## src/rtl/spi_pkg.sv

```systemverilog
// rtl/spi_pkg.sv - shared FSM states and width default for the SPI shift engine
package spi_pkg;

    localparam int SPI_DWIDTH_DEFAULT = 8;

    typedef enum logic [1:0] {
        IDLE = 2'd0,
        LOAD = 2'd1,
        XFER = 2'd2,
        DONE = 2'd3
    } spi_state_t;

endpackage

```

## src/rtl/spi_bit_counter.sv

```systemverilog
// rtl/spi_bit_counter.sv - clearable bit counter with terminal-count flag
// Ports:
//   Sample_clk  clock, rising edge
//   rst         asynchronous active-low reset
//   i_clear     zero the count
//   i_inc       advance the count by one
//   o_last      count currently equals DWIDTH-1 (next increment completes a word)
module spi_bit_counter #(
    parameter int DWIDTH = 8
) (
    input  logic Sample_clk,
    input  logic rst,
    input  logic i_clear,
    input  logic i_inc,
    output logic o_last
);

    localparam int CW = $clog2(DWIDTH) + 1;

    logic [CW-1:0] r_count;

    always_ff @(posedge Sample_clk or negedge rst) begin
        if (!rst) begin
            r_count <= '0;
        end else if (i_clear) begin
            r_count <= '0;
        end else if (i_inc) begin
            r_count <= r_count + 1'b1;
        end
    end

    assign o_last = (r_count == CW'(DWIDTH - 1));

endmodule

```

## src/rtl/spi_shift_engine.sv

```systemverilog
// rtl/spi_shift_engine.sv - SPI data shift engine with TX/RX buffers and status flags
// Ports:
//   Sample_clk, rst            clock and asynchronous active-low reset
//   sample_en, shift_en        SCK sample / shift edge strobes
//   start, dord                begin transfer, bit order (1 = LSB first)
//   Data_in, Data_out          serial in / registered serial out
//   SPDR_wr_en, SPDR_in        CPU write to TX buffer
//   SPDR_rd_en, SPDR_out       CPU read of RX buffer (read clears flags)
//   busy, spif, wcol, rx_ovr   status
module spi_shift_engine
    import spi_pkg::*;
#(
    parameter int DWIDTH = SPI_DWIDTH_DEFAULT
) (
    input  logic              rst,
    input  logic              Sample_clk,
    input  logic              sample_en,
    input  logic              shift_en,
    input  logic              start,
    input  logic              dord,
    input  logic              Data_in,
    output logic              Data_out,
    input  logic              SPDR_wr_en,
    input  logic [DWIDTH-1:0] SPDR_in,
    input  logic              SPDR_rd_en,
    output logic [DWIDTH-1:0] SPDR_out,
    output logic              busy,
    output logic              spif,
    output logic              wcol,
    output logic              rx_ovr
);

    spi_state_t        r_state;
    spi_state_t        w_next_state;
    logic [DWIDTH-1:0] r_tx_buf;
    logic [DWIDTH-1:0] r_rx_buf;
    logic [DWIDTH-1:0] r_shift_reg;
    logic              r_dord;
    logic              r_data_out;
    logic              r_spif;
    logic              r_wcol;
    logic              r_rx_ovr;

    logic              w_busy;
    logic              w_sample;
    logic              w_shift;
    logic              w_last;
    logic [DWIDTH-1:0] w_shifted;
    logic              w_out_cur;
    logic              w_out_post;

    assign w_busy   = (r_state != IDLE);
    assign w_sample = (r_state == XFER) && sample_en;
    assign w_shift  = (r_state == XFER) && shift_en;

    // Outgoing end is the MSB for MSB-first and the LSB for LSB-first;
    // received bits enter at the opposite end.
    assign w_shifted  = r_dord ? {Data_in, r_shift_reg[DWIDTH-1:1]}
                               : {r_shift_reg[DWIDTH-2:0], Data_in};
    assign w_out_cur  = r_dord ? r_shift_reg[0] : r_shift_reg[DWIDTH-1];
    assign w_out_post = r_dord ? w_shifted[0]   : w_shifted[DWIDTH-1];

    spi_bit_counter #(
        .DWIDTH (DWIDTH)
    ) u_bit_counter (
        .Sample_clk (Sample_clk),
        .rst        (rst),
        .i_clear    (r_state == LOAD),
        .i_inc      (w_sample),
        .o_last     (w_last)
    );

    always_ff @(posedge Sample_clk or negedge rst) begin
        if (!rst) begin
            r_state <= IDLE;
        end else begin
            r_state <= w_next_state;
        end
    end

    always_comb begin
        w_next_state = r_state;
        case (r_state)
            IDLE:    if (start) w_next_state = LOAD;
            LOAD:    w_next_state = XFER;
            XFER:    if (w_sample && w_last) w_next_state = DONE;
            DONE:    w_next_state = IDLE;
            default: w_next_state = IDLE;
        endcase
    end

    always_ff @(posedge Sample_clk or negedge rst) begin
        if (!rst) begin
            r_tx_buf    <= '0;
            r_rx_buf    <= '0;
            r_shift_reg <= '0;
            r_dord      <= 1'b0;
            r_data_out  <= 1'b0;
            r_spif      <= 1'b0;
            r_wcol      <= 1'b0;
            r_rx_ovr    <= 1'b0;
        end else begin
            if (r_state == IDLE && SPDR_wr_en) begin
                r_tx_buf <= SPDR_in;
            end

            if (r_state == LOAD) begin
                r_shift_reg <= r_tx_buf;
                r_dord      <= dord;
                r_data_out  <= dord ? r_tx_buf[0] : r_tx_buf[DWIDTH-1];
            end

            if (w_sample) begin
                r_shift_reg <= w_shifted;
            end

            // A coincident sample moves the word first, so the output must
            // present the bit that is outgoing after that move.
            if (w_shift) begin
                r_data_out <= w_sample ? w_out_post : w_out_cur;
            end

            if (r_state == DONE) begin
                r_rx_buf <= r_shift_reg;
            end

            // Setting a flag takes priority over a clearing read in the same cycle.
            if (r_state == DONE) begin
                r_spif <= 1'b1;
            end else if (SPDR_rd_en) begin
                r_spif <= 1'b0;
            end

            if (r_state == DONE && r_spif) begin
                r_rx_ovr <= 1'b1;
            end else if (SPDR_rd_en) begin
                r_rx_ovr <= 1'b0;
            end

            if (SPDR_wr_en && w_busy) begin
                r_wcol <= 1'b1;
            end else if (SPDR_rd_en) begin
                r_wcol <= 1'b0;
            end
        end
    end

    assign Data_out = r_data_out;
    assign SPDR_out = r_rx_buf;
    assign busy     = w_busy;
    assign spif     = r_spif;
    assign wcol     = r_wcol;
    assign rx_ovr   = r_rx_ovr;

endmodule

```

## config.mk

```make
export PLATFORM = sky130hd
export DESIGN_NAME = spi_shift_engine
export DESIGN_NICKNAME = d
export VERILOG_FILES = /design/src/rtl/spi_pkg.sv /design/src/rtl/spi_bit_counter.sv /design/src/rtl/spi_shift_engine.sv
export SDC_FILE = /design/constraint.sdc
export NUM_CORES = 1
export LEC_CHECK = 0
export CAP_MARGIN = 20
export CORE_ASPECT_RATIO = 0.6
export CORE_MARGIN = 8
export CORE_UTILIZATION = 44
export CTS_BUF_LIST = sky130_fd_sc_hd__clkbuf_16
export DETAILED_ROUTE_END_ITERATION = 8
export PLACE_DENSITY = 0.69
export SETUP_SLACK_MARGIN = 0.02
export SYNTH_ARGS = -nofsm -noshare
export SYNTH_HDL_FRONTEND = slang
export SYNTH_SLANG_ARGS = --single-unit
export TNS_END_PERCENT = 5
```

## constraint.sdc

```tcl
create_clock -name Sample_clk -period 3 [get_ports Sample_clk]
set_input_delay 0.6 -clock Sample_clk [delete_from_list [all_inputs] [get_ports Sample_clk]]
set_output_delay 0.6 -clock Sample_clk [all_outputs]
set_load 0.02 [all_outputs]
```

==> summary.md <==
| Metric | Value |
|---|---|
| Outcome | `completed` |
| Crit path kind | `flop to output pin` |
| Drt pass-1 iters | `4` |
| PwrDens | `1109 nW/um2` |
| Vias in the first global route | `1158` |
| Crit path to | `busy` |
| Layout area overhead | `26.38%` |
| Mapped Cells | `143` |
| Via/cell ratio | `5.336` |
| Wirelength per Cell | `16.21 um` |
| Sequential cell area fraction in the yosys report | `0.5232` |
| Ranking of synthesized cells by area | `dfrtp_1, mux2_2, ha_1` |
| Share of power burned in registers | `0.381` |
| CTS buffer count | `5` |
| Residual DRC | `0` |
| DP Worst Slack | `0.8844 ns` |
| Fin crit period | `2.352 ns` |
| Worst reg-to-reg setup slack | `1.28 ns` |
| CP startpoint kind | `flop` |
| Critical path startpoint | `r_state[1]` |
| Core Area | `3659 um2` |
| Buf/Inv on CP | `3` |
| Routed Antenna Nets | `0` |
| Final setup TNS | `0 ns` |
| Worst-Margin Slew | `0.6427 ns` |
| Fin Clk Skew | `0.001468 ns` |
| Crit path max fanout | `5` |
| Die ar. | `6099 um2` |
| CTS root buffer | `clkbuf_16` |
| Die Width | `95.63 um` |
| Logic pwr share | `0.425` |
| Gr ovfl total | `0` |
| Post-synth EDFFs | `0` |
| Post-CTS sizing | `0` |
| Most frequent cells after synthesis | `dfrtp_1, mux2_2, nand2_1, nor2_1, o31ai_1` |
| Initial antenna violation count | `0` |
| Max Fclk | `425.2 MHz` |
| Post-CTS Setup Bufs | `0` |
| Tightest Hold Check Type | `flop to flop` |
| Distinct cells, synth | `29` |
| Net count, final | `198` |
| Iter 0 DRT Violations | `71` |
| Design Power | `2.347 mW` |
| Crit-path max cell delay | `0.62 ns` |
| Slowest-stage cell, CP | `clkdlybuf4s50_1` |
| Largest net degree at the start of global routing | `36` |
| CP required | `2.40 ns` |
| Clock slew seen by the registers of the worst setup and hold paths | `0.05 ns` |
| Syn Nets | `167` |
| Num Clock Sinks | `35` |
| WP data arrival | `1.75 ns` |
| Slew HR | `0.5715` |
| CTS tree | `yes` |
| Post-Route WL | `3567 um` |
| Most frequent CP cell | `inv_1` |
| Detail Placement HPWL | `2642 um` |
| H-Tree Depth | `2` |
| Worst-case clock buffer depth | `2` |
| Overall Global Routing Usage | `0.1237` |
| Vias | `1174` |
| Final slew viol count | `0` |
| Skew-Pair Late Insertion Delay | `0.27 ns` |
| # IOs | `30` |
| Die height | `63.78 um` |
| R2R Path Start | `r_state[1]` |
| Switching pwr | `0.8518 mW` |
| GR peak layer | `met2` |
| Syn. warnings | `0` |
| Fraction of layout instances using a drive strength above 1 | `0.1561` |
| Asr flop ratio synth | `1.000` |
| Max Cap Violations | `0` |
| Int Pwr | `1.495 mW` |
| Synth Flop Type | `dfrtp_1` |
| # port buffers | `29` |
| Yosys top cell by area | `dfrtp_1` |
| Sw Ratio | `0.3630` |
| Mapped cell area | `1674 um2` |
| CP Capture Type | `output pin` |
| Area share of the largest cell type after synthesis | `0.5232` |
| Fin worst setup slack | `0.6480 ns` |
| Syn avg cell area | `11.71 um2` |
| Critical path depth | `4` |
| # rows | `17` |
| Hold-fix buffers, CTS | `0` |
| RD Place Congestion | `0.8249` |
| Count leader, synth | `dfrtp_1` |
| Endpoints failing hold | `0` |
| R2r endpoint | `r_shift_reg[5]` |
| Met1 usage | `0.1665` |
| Final-report setup violation count | `0` |
| Yosys reg bits | `35` |
| Tcrit/Tclk final | `0.7840` |
| Antenna cells | `0` |
| Critical path, cell by cell | `inv_1, ha_1, inv_1, clkdlybuf4s50_1` |
| Final core utilization | `0.5783` |
| Reg2reg path depth | `4` |
| P_leak | `0.9443 nW` |
| Clock Power Share | `0.194` |
| First-pass GRT wire length | `5906 um` |
| RSZ-0062 raised after global routing | `no` |
| Worst IR Drop VDD | `466.6 uV` |
| Met2 Usage GRT | `0.1729` |
| Met3 Usage GRT | `0.04079` |
| Family with the most delay on the worst path | `buffers and inverters` |
| Starting Density | `0.4576` |
## logic make-up (layout without fill, tap and decap cells)
kind of cell	count (synthesis)	after routing	synth area share
DFF	35	35	0.5232
buffers and inverters	10	40	0.03512
and+or+nand+nor	42	42	0.1203
muxes	21	21	0.1390
AOI/OAI and AO/OA	26	26	0.1196
xor gates and xnor gates	2	2	0.01047
adders and majority gates	7	7	0.05231
## through the flow
| step | hold WS [ns] | instance area (um2) | cells |
|---|---|---|---|
| floorplan | 0.3044 | 1674 | 143 |
| global placement | 0.4786 | 1987 | 214 |
| detailed placement | 0.4910 | 1987 | 214 |
| CTS | 0.5062 | 2116 | 220 |
| global route | 0.5137 | 2116 | 220 |
| finish | 0.5043 | 2116 | 220 |
## power groups by stage
stage	Combinational [mW]	Clock (mW)	Sequential, mW
after CTS	1.00	0.470	0.893
after detailed placement	0.998	0	0.900
final	0.997	0.456	0.894
after global placement	0.966	0	0.874
after floorplan	0.634	0	0.915
after global routing	1.09	0.501	0.928
## metal layers
layer  wire length [um]  vias to the layer above
li1                   -                      561
met1               1666                      577
met2               1646                       32
met3                226                        4
met4                 29                        0
met5                  0                        -
## worst min-delay path by stage
stage	from	endpoint	slack, ns	cells past startpoint
2_1_floorplan	rst	Data_out	0.30	0
3_3_place_gp	rx_ovr	rx_ovr	0.48	1
3_5_place_dp	wcol	wcol	0.49	1
4_1_cts	wcol	wcol	0.51	1
5_1_grt	r_tx_buf[4]	r_tx_buf[4]	0.51	1
6_report	wcol	wcol	0.50	1
## final cells by class
type	instances	area, um2
clock buffer	5	125.1
clock inverter	1	3.754
fill	318	1543
inverter	4	15.01
multi-input combinational	98	739.5
sequential	35	875.8
tap	47	58.81
timing repair buffer	30	297.8
## placed cells by master, fill, tap and decap left out
| master | Yosys | layout |
|---|---|---|
| a211o_1 | 1 | 1 |
| a211oi_1 | 7 | 7 |
| a21o_1 | 1 | 1 |
| a21oi_1 | 3 | 3 |
| a21oi_2 | 1 | 1 |
| a22o_1 | 2 | 2 |
| a2bb2oi_2 | 1 | 1 |
| and2_1 | 2 | 2 |
| and2b_1 | 2 | 2 |
| buf_4 | 3 | 1 |
| clkbuf_16 | 0 | 5 |
| clkdlybuf4s50_1 | 0 | 29 |
| dfrtp_1 | 35 | 35 |
| ha_1 | 7 | 7 |
| inv_1 | 4 | 5 |
| mux2_2 | 18 | 18 |
| mux2i_1 | 3 | 3 |
| nand2_1 | 12 | 12 |
| nand2_2 | 1 | 1 |
| nand3_1 | 3 | 3 |
| nand4b_1 | 1 | 1 |
| nor2_1 | 12 | 12 |
| nor2b_1 | 6 | 6 |
| nor3_1 | 2 | 2 |
| o211a_1 | 1 | 1 |
| o21ai_0 | 1 | 1 |
| o31ai_1 | 8 | 8 |
| or3_1 | 1 | 1 |
| xor2_1 | 2 | 2 |
Note: power is estimated with default switching activity, not from simulation.
